===== config.mk =====
export PLATFORM = sky130hd
export DESIGN_NAME = uart_rx_flat
export DESIGN_NICKNAME = d
export VERILOG_FILES = /design/src/rtl/uart_pkg.sv /design/src/rtl/uart_rx_if.sv /design/src/rtl/uart_rx_sampler.sv /design/src/rtl/uart_rx.sv /design/src/flat_wrapper.sv
export SDC_FILE = /design/constraint.sdc
export NUM_CORES = 1
export LEC_CHECK = 0
export CORE_MARGIN = 8
export CORE_UTILIZATION = 42
export DETAILED_ROUTE_END_ITERATION = 16
export PLACE_DENSITY = 0.64
export SLEW_MARGIN = 20
export SYNTH_ARGS = -nofsm -noshare
export SYNTH_HDL_FRONTEND = slang
export SYNTH_HIERARCHICAL = 1
export SYNTH_SLANG_ARGS = --single-unit
export TNS_END_PERCENT = 50

===== constraint.sdc =====
create_clock -name CLK -period 8.4 [get_ports CLK]
set_clock_uncertainty 0.2 [all_clocks]
set_input_delay 2.1 -clock CLK [delete_from_list [all_inputs] [get_ports CLK]]
set_output_delay 2.1 -clock CLK [all_outputs]
set_load 0.02 [all_outputs]

===== src/rtl/uart_pkg.sv =====
// Shared UART definitions: receiver FSM encoding, parity type encoding
// (common with the TX parity calculation) and the supported oversampling ratios.
package uart_pkg;

   typedef enum logic [2:0] {
      ST_IDLE,
      ST_START,
      ST_DATA,
      ST_PARITY,
      ST_STOP
   } rx_state_t;

   localparam logic PAR_EVEN = 1'b0;
   localparam logic PAR_ODD  = 1'b1;

   localparam int unsigned PRESCALE_X8  = 8;
   localparam int unsigned PRESCALE_X16 = 16;
   localparam int unsigned PRESCALE_X32 = 32;

   function automatic logic prescale_legal(input int unsigned p);
      return (p == PRESCALE_X8) || (p == PRESCALE_X16) || (p == PRESCALE_X32);
   endfunction

endpackage


===== src/rtl/uart_rx_if.sv =====
// Receiver-side UART bundle: serial line and frame configuration in,
// received word, strobes and busy flag out.
interface uart_rx_if #(
   parameter int DATA       = 8,
   parameter int PRESCALE_W = 6
);

   logic                  RX_IN;
   logic                  PAR_EN;
   logic                  PAR_TYP;
   logic [PRESCALE_W-1:0] Prescale;
   logic [DATA-1:0]       P_DATA;
   logic                  data_valid;
   logic                  par_err;
   logic                  stp_err;
   logic                  busy;

   // System side: drives the line and configuration, observes results
   modport master (
      output RX_IN, PAR_EN, PAR_TYP, Prescale,
      input  P_DATA, data_valid, par_err, stp_err, busy
   );

   // Receiver side
   modport slave (
      input  RX_IN, PAR_EN, PAR_TYP, Prescale,
      output P_DATA, data_valid, par_err, stp_err, busy
   );

endinterface


===== src/rtl/uart_rx_sampler.sv =====
// Per-bit timing for the UART receiver: counts oversampling edges within a
// bit, takes a 3-point majority vote around mid-bit and flags the last edge.
module uart_rx_sampler #(
   parameter int PRESCALE_W = 6
) (
   input  logic                  clk,
   input  logic                  rst,
   input  logic                  run,
   input  logic                  rx_in,
   input  logic [PRESCALE_W-1:0] prescale,
   output logic                  bit_done,
   output logic                  sampled_bit
);

   logic [PRESCALE_W-1:0] edge_cnt;
   logic [PRESCALE_W-1:0] last_edge;
   logic [PRESCALE_W-1:0] mid_edge;
   logic [2:0]            samples;

   assign last_edge = prescale - PRESCALE_W'(1);
   assign mid_edge  = prescale >> 1;

   // Edge counter: idles at 0, wraps at P-1 so each bit starts from edge 0
   always_ff @(posedge clk) begin
      if (rst) begin
         edge_cnt <= '0;
      end else if (!run) begin
         edge_cnt <= '0;
      end else if (edge_cnt == last_edge) begin
         edge_cnt <= '0;
      end else begin
         edge_cnt <= edge_cnt + PRESCALE_W'(1);
      end
   end

   // Capture the line at the three edges centred on mid-bit
   always_ff @(posedge clk) begin
      if (rst) begin
         samples <= 3'b000;
      end else if (run) begin
         if (edge_cnt == mid_edge - PRESCALE_W'(1)) samples[0] <= rx_in;
         if (edge_cnt == mid_edge)                  samples[1] <= rx_in;
         if (edge_cnt == mid_edge + PRESCALE_W'(1)) samples[2] <= rx_in;
      end
   end

   assign bit_done    = run && (edge_cnt == last_edge);
   assign sampled_bit = (samples[0] & samples[1]) |
                        (samples[0] & samples[2]) |
                        (samples[1] & samples[2]);

endmodule


===== src/rtl/uart_rx.sv =====
// Oversampling UART receiver: start / DATA bits LSB first / optional parity /
// stop. Produces the received word with a one-cycle valid strobe, or a
// one-cycle parity and/or stop error strobe instead.
module uart_rx
   import uart_pkg::*;
#(
   parameter int DATA       = 8,
   parameter int PRESCALE_W = 6
) (
   input logic      CLK,
   input logic      RST,
   uart_rx_if.slave bus
);

   localparam int BIT_W = (DATA > 1) ? $clog2(DATA) : 1;

   rx_state_t             state_q;
   rx_state_t             state_d;
   logic [BIT_W-1:0]      bit_cnt;
   logic [DATA-1:0]       shift_q;
   logic [DATA-1:0]       p_data_q;
   logic                  par_en_q;
   logic                  par_typ_q;
   logic                  par_bad_q;
   logic [PRESCALE_W-1:0] prescale_q;
   logic [PRESCALE_W-1:0] prescale_new;
   logic [PRESCALE_W-1:0] prescale_eff;
   logic                  start_det;
   logic                  run;
   logic                  bit_done;
   logic                  sampled_bit;
   logic                  expected_par;
   logic                  data_valid_q;
   logic                  par_err_q;
   logic                  stp_err_q;

   assign start_det = (state_q == ST_IDLE) && !bus.RX_IN;
   assign run       = (state_q != ST_IDLE) || start_det;

   // An unsupported ratio falls back to x16 so a frame always terminates
   assign prescale_new = prescale_legal(int'(bus.Prescale)) ? bus.Prescale
                                                            : PRESCALE_W'(PRESCALE_X16);

   // The start-detect cycle is edge 0 of the start bit, before the latch updates
   assign prescale_eff = start_det ? prescale_new : prescale_q;

   assign expected_par = (par_typ_q == PAR_ODD) ? ~^shift_q : ^shift_q;

   uart_rx_sampler #(
      .PRESCALE_W (PRESCALE_W)
   ) u_sampler (
      .clk         (CLK),
      .rst         (RST),
      .run         (run),
      .rx_in       (bus.RX_IN),
      .prescale    (prescale_eff),
      .bit_done    (bit_done),
      .sampled_bit (sampled_bit)
   );

   // FSM state register
   always_ff @(posedge CLK) begin
      if (RST) begin
         state_q <= ST_IDLE;
      end else begin
         state_q <= state_d;
      end
   end

   // Next-state logic: every transition after IDLE happens on the last edge of a bit
   always_comb begin
      state_d = state_q;
      case (state_q)
         ST_IDLE: begin
            if (!bus.RX_IN) state_d = ST_START;
         end
         ST_START: begin
            if (bit_done) state_d = sampled_bit ? ST_IDLE : ST_DATA;
         end
         ST_DATA: begin
            if (bit_done && (bit_cnt == BIT_W'(DATA - 1))) begin
               state_d = par_en_q ? ST_PARITY : ST_STOP;
            end
         end
         ST_PARITY: begin
            if (bit_done) state_d = ST_STOP;
         end
         ST_STOP: begin
            if (bit_done) state_d = ST_IDLE;
         end
         default: state_d = ST_IDLE;
      endcase
   end

   // Datapath: config latch, shift register, error capture and registered strobes
   always_ff @(posedge CLK) begin
      if (RST) begin
         bit_cnt      <= '0;
         shift_q      <= '0;
         p_data_q     <= '0;
         par_en_q     <= 1'b0;
         par_typ_q    <= 1'b0;
         par_bad_q    <= 1'b0;
         prescale_q   <= '0;
         data_valid_q <= 1'b0;
         par_err_q    <= 1'b0;
         stp_err_q    <= 1'b0;
      end else begin
         data_valid_q <= 1'b0;
         par_err_q    <= 1'b0;
         stp_err_q    <= 1'b0;
         case (state_q)
            ST_IDLE: begin
               if (start_det) begin
                  par_en_q   <= bus.PAR_EN;
                  par_typ_q  <= bus.PAR_TYP;
                  prescale_q <= prescale_new;
                  bit_cnt    <= '0;
                  par_bad_q  <= 1'b0;
               end
            end
            ST_DATA: begin
               if (bit_done) begin
                  shift_q[bit_cnt] <= sampled_bit;
                  if (bit_cnt == BIT_W'(DATA - 1)) begin
                     bit_cnt <= '0;
                  end else begin
                     bit_cnt <= bit_cnt + BIT_W'(1);
                  end
               end
            end
            ST_PARITY: begin
               if (bit_done) par_bad_q <= (sampled_bit != expected_par);
            end
            ST_STOP: begin
               if (bit_done) begin
                  stp_err_q <= !sampled_bit;
                  par_err_q <= par_bad_q;
                  if (!par_bad_q && sampled_bit) begin
                     data_valid_q <= 1'b1;
                     p_data_q     <= shift_q;
                  end
               end
            end
            default: begin
            end
         endcase
      end
   end

   assign bus.P_DATA     = p_data_q;
   assign bus.data_valid = data_valid_q;
   assign bus.par_err    = par_err_q;
   assign bus.stp_err    = stp_err_q;
   assign bus.busy       = (state_q != ST_IDLE);

endmodule


===== src/flat_wrapper.sv =====
// flat-port wrapper written by rule: the top's interface ports become plain ports
module uart_rx_flat import uart_pkg::*;
#(
   parameter int DATA       = 8,
   parameter int PRESCALE_W = 6
)
  (CLK, RST, bus_RX_IN, bus_PAR_EN, bus_PAR_TYP, bus_Prescale, bus_P_DATA, bus_data_valid, bus_par_err, bus_stp_err, bus_busy);
  uart_rx_if #(.DATA(DATA), .PRESCALE_W(PRESCALE_W)) bus_i ();
  input logic CLK;
  input logic RST;
  input wire logic [$bits(bus_i.RX_IN)-1:0] bus_RX_IN;
  input wire logic [$bits(bus_i.PAR_EN)-1:0] bus_PAR_EN;
  input wire logic [$bits(bus_i.PAR_TYP)-1:0] bus_PAR_TYP;
  input wire logic [$bits(bus_i.Prescale)-1:0] bus_Prescale;
  output wire logic [$bits(bus_i.P_DATA)-1:0] bus_P_DATA;
  output wire logic [$bits(bus_i.data_valid)-1:0] bus_data_valid;
  output wire logic [$bits(bus_i.par_err)-1:0] bus_par_err;
  output wire logic [$bits(bus_i.stp_err)-1:0] bus_stp_err;
  output wire logic [$bits(bus_i.busy)-1:0] bus_busy;
  assign bus_i.RX_IN = bus_RX_IN;
  assign bus_i.PAR_EN = bus_PAR_EN;
  assign bus_i.PAR_TYP = bus_PAR_TYP;
  assign bus_i.Prescale = bus_Prescale;
  assign bus_P_DATA = bus_i.P_DATA;
  assign bus_data_valid = bus_i.data_valid;
  assign bus_par_err = bus_i.par_err;
  assign bus_stp_err = bus_i.stp_err;
  assign bus_busy = bus_i.busy;
  uart_rx #(.DATA(DATA), .PRESCALE_W(PRESCALE_W)) u_core (.CLK(CLK), .RST(RST), .bus(bus_i));
endmodule

==> metrics.md <==
| Metric | Value |
|---|---|
| Die area | 0.00868 mm² |
| Min-Delay Path Class | flop to flop |
| Total CTS buffers | 5 |
| Starting Density | between 40% and 50% |
| Initial drt markers | about 120 |
| Die Ht | 93.2 µm |
| Seq cells post-synth | 43 |
| Dominant cell type by area after synthesis | dfxtp_1 |
| Nets | 312 |
| Critical Path Start Type | input pin |
| Post-Syn Area | about 0.0025 mm² |
| Grt ovf | 0 |
| Routed Antenna Nets | 0 |
| Synth Net Count | around 300 |
| EDFF count, synth | 0 |
| Post-Syn Instances | 281 |
| Vias/cell | about 5.3 |
| Tot Pwr | 559 µW |
| Post-CTS Setup Inserts | 0 |
| Final GP Congestion | approximately 0.84 |
| RSZ-0062 raised after global routing | false |
| Remaining DRCs | 0 |
| Max_slew headroom | 51.6% |
| Vias | a little under 2000 |
| Share of cells above drive strength 1 | about 6.4% |
| Worst hold stages | 1 |
| Global-route wire length before repair | between 8000 and 9000 µm |
| Fin. Hold Viols | 0 |
| Vias in the first global route | between 1500 and 2000 |
| Sw power | roughly 200 µW |
| Clock share of power | 23.5% |
| Initial antenna violation count | 0 |
| Max Freq | about 0.16 GHz |
| Total global-route track usage | 12.7% |
| RR Endpoint | u_core/bus.P_DATA[7]$_SDFFE_PP0P_ |
| Synth top area share | around 34% |
| Max Slew Vio Count | 0 |
| Fin crit share | between 70 and 80% |
| Most common cell in the netlist | dfxtp_1 |
| Routed WL | between 5000 and 6000 µm |
| Lkg Pwr | approximately 0.0011 µW |
| Finish-stage setup viols | 0 |
| CP required | about 8.4 ns |
| Hold slack | 0.275 ns |
| Internal power | 358 µW |
| Worst-Skew Late Latency | around 0.29 ns |
| IO Port Bufs | 22 |
| CTS root buf | clkbuf_8 |
| Design area | 0.00281 mm² |
| Layout Area Growth over Synthesis | 12.5% |
| Worst R2R Start | u_core/state_q[2]$_SDFFE_PP0P_ |
| Comb power frac | 31.3% |
| Area of the multi-input gates | about 0.0015 mm² |
| TritonCTS clock tree | yes |
| Pin count of the biggest net entering global routing | 36 |
| PostCTS Resize Cnt | 0 |
| Outcome | finished clean |
| Post-DP HPWL | around 3800 µm |
| Util after Layout | 48.1% |
| R2r setup slk | between 3 and 4 ns |
| Dpl cell area | 0.00273 mm² |
| Ys Warns | 6 |
| Die X | ~93 µm |
| Tmin final | ~6.1 ns |
| Fillers | ~580 |
| Sequential Area | roughly 860 µm² |
| Main flop type after synthesis | dfxtp_1 |
| Crit. End Element | flop |
| Max clock buf depth | 2 |
| Syn_area_per_cell | between 8 and 9 µm² |
| Net Sw Frac | between 30% and 40% |
| Ys async rst share | 0% |
| Commonest cells post-synth | dfxtp_1, nor2_1, mux2i_1, nand2b_1, xnor2_1 |
| Max layer used | met4 |
| WL met1 | about 2600 µm |
| Max-cap violation count | 0 |
| Synth top area cells | dfxtp_1, mux2i_1, nor2_1, xnor2_1, xor2_1 |
| Avg WL per Cell | approximately 14 µm |
| Synth cell types | 55 |
| FP Rows | 28 |
| Worst Hold End | u_core/prescale_q[1]$_SDFFE_PP0N_ |
| Arr. time, crit path | 6.08 ns |
| PD cells | ~200 mW/mm² |
| Placeable core region | 0.00585 mm² |
| CTS Sinks | 43 |
| Worst vdd ir | approximately 85 µV |
| Register area share after synthesis | between 30% and 40% |
| I/O pins | 23 |
| WL met3 | about 190 µm |
| Sequential power share | 45.2% |
| Setup TNS | 0 ns |
| R2R depth | 13 |
| WL met2 | 2420 µm |
| Max H-tree Level | 2 |
| Worst-margin pin slew | a little over 0.7 ns |
| Critical-path maximum fanout | 12 |
| Hold_sp | u_core/prescale_q[1]$_SDFFE_PP0N_ |
| Clk slew on worst S/H paths | approximately 0.080 ns |
| CTS Hold Bufs | 0 |
| First-pass DRT Iterations | 4 |
| CP Class | input pin to flop |
| Diode count | 0 |
cell usage in the layout (no fill, tap or decap), types with 4 or more instances in the layout:
| cell | n |
|---|---|
| xnor2_1 | 15 |
| xor2_1 | 13 |
| nor3_1 | 12 |
| clkdlybuf4s50_1 | 22 |
| nor2b_1 | 4 |
| mux2i_1 | 21 |
| clkbuf_8 | 5 |
| nor2_1 | 35 |
| inv_1 | 5 |
| and2_1 | 7 |
| nand4_1 | 4 |
| nand2b_1 | 15 |
| nand2_1 | 12 |
| dfxtp_1 | 43 |
| nand3_1 | 14 |
| nor3b_1 | 4 |
| ha_1 | 7 |
| a21oi_1 | 9 |
power by group through the flow:
stage / clock (µW) / combinational, µW / sequential [µW]
finish: 131 / 175 / 253
global route: 142 / 194 / 258
CTS: 136 / 176 / 252
detailed placement: 0 / 174 / 257
global placement: 0 / 173 / 257
floorplan: 0 / 165 / 233
logic make-up after synthesis:
family                     synth area share (%)
AOI/OAI and AO/OA                          8.36
xor gates and xnor gates                   11.4
adders and majority gates                  3.90
buffers and inverters                      5.00
DFF                                        34.4
muxes                                      8.41
and+or+nand+nor                            28.5
critical path, stage by stage:
cell             delay (ns)
clkdlybuf4s50_1        0.51
or4_4                  0.54
and2_1                 0.30
clkinv_1               0.13
ha_1                   0.24
a21boi_0               0.33
xnor2_1                0.16
nand3_1                0.13
a211oi_4               0.37
and2_1                 0.40
and4bb_2               0.32
nand3_2                0.25
mux2i_1                0.25
nor2_1                 0.05
registers in the layout (all words and copies together), names as in the netlist:
register and count:
u_core/shift_q 8, u_core/bus.stp_err 1, u_core/u_sampler/edge_cnt 6, u_core/bus.data_valid 1, u_core/bus.P_DATA 8, u_core/par_typ_q 1
u_core/bus.par_err 1, u_core/u_sampler/samples 3, u_core/par_bad_q 1, u_core/prescale_q 6, u_core/par_en_q 1, u_core/bit_cnt 3
u_core/state_q 3
metal layers:
metal / up-vias / GRT usage [%]
met5: - / 0
li1: 997 / -
met2: 34 / 20.8
met4: 0 / 4.97
met3: 7 / 2.64
met1: 905 / 15.9
per-stage QoR:
stage          instances  setup WS, ns
3_3_place_gp         362          2.13
4_1_cts              370          2.31
3_5_place_dp         362          2.00
2_1_floorplan        281          2.85
6_report             370          2.30
5_1_grt              370          1.98
final cells by class:
type	instances	share of cell area, %
Multi-Input combinational cell	214	53.8
Sequential cell	43	30.6
Timing Repair Buffer	24	8.37
Tap cell	75	3.34
Clock buffer	6	2.58
Inverter	6	0.801
Clock inverter	2	0.445
worst max path at each step:
stage,from,to,slack [ns],cells past startpoint
finish,bus_RX_IN,u_core/bus.P_DATA[7]$_SDFFE_PP0P_,2.30,14
global route,bus_RX_IN,u_core/shift_q[5]$_SDFFE_PP0P_,1.98,14
CTS,bus_RX_IN,u_core/bus.P_DATA[6]$_SDFFE_PP0P_,2.31,14
detailed placement,bus_RX_IN,u_core/bus.P_DATA[7]$_SDFFE_PP0P_,2.00,14
global placement,bus_RX_IN,u_core/bus.P_DATA[4]$_SDFFE_PP0P_,2.13,14
floorplan,bus_RX_IN,u_core/bus.P_DATA[2]$_SDFFE_PP0P_,2.85,16
No activity file was read; power rests on OpenSTA's default activity.
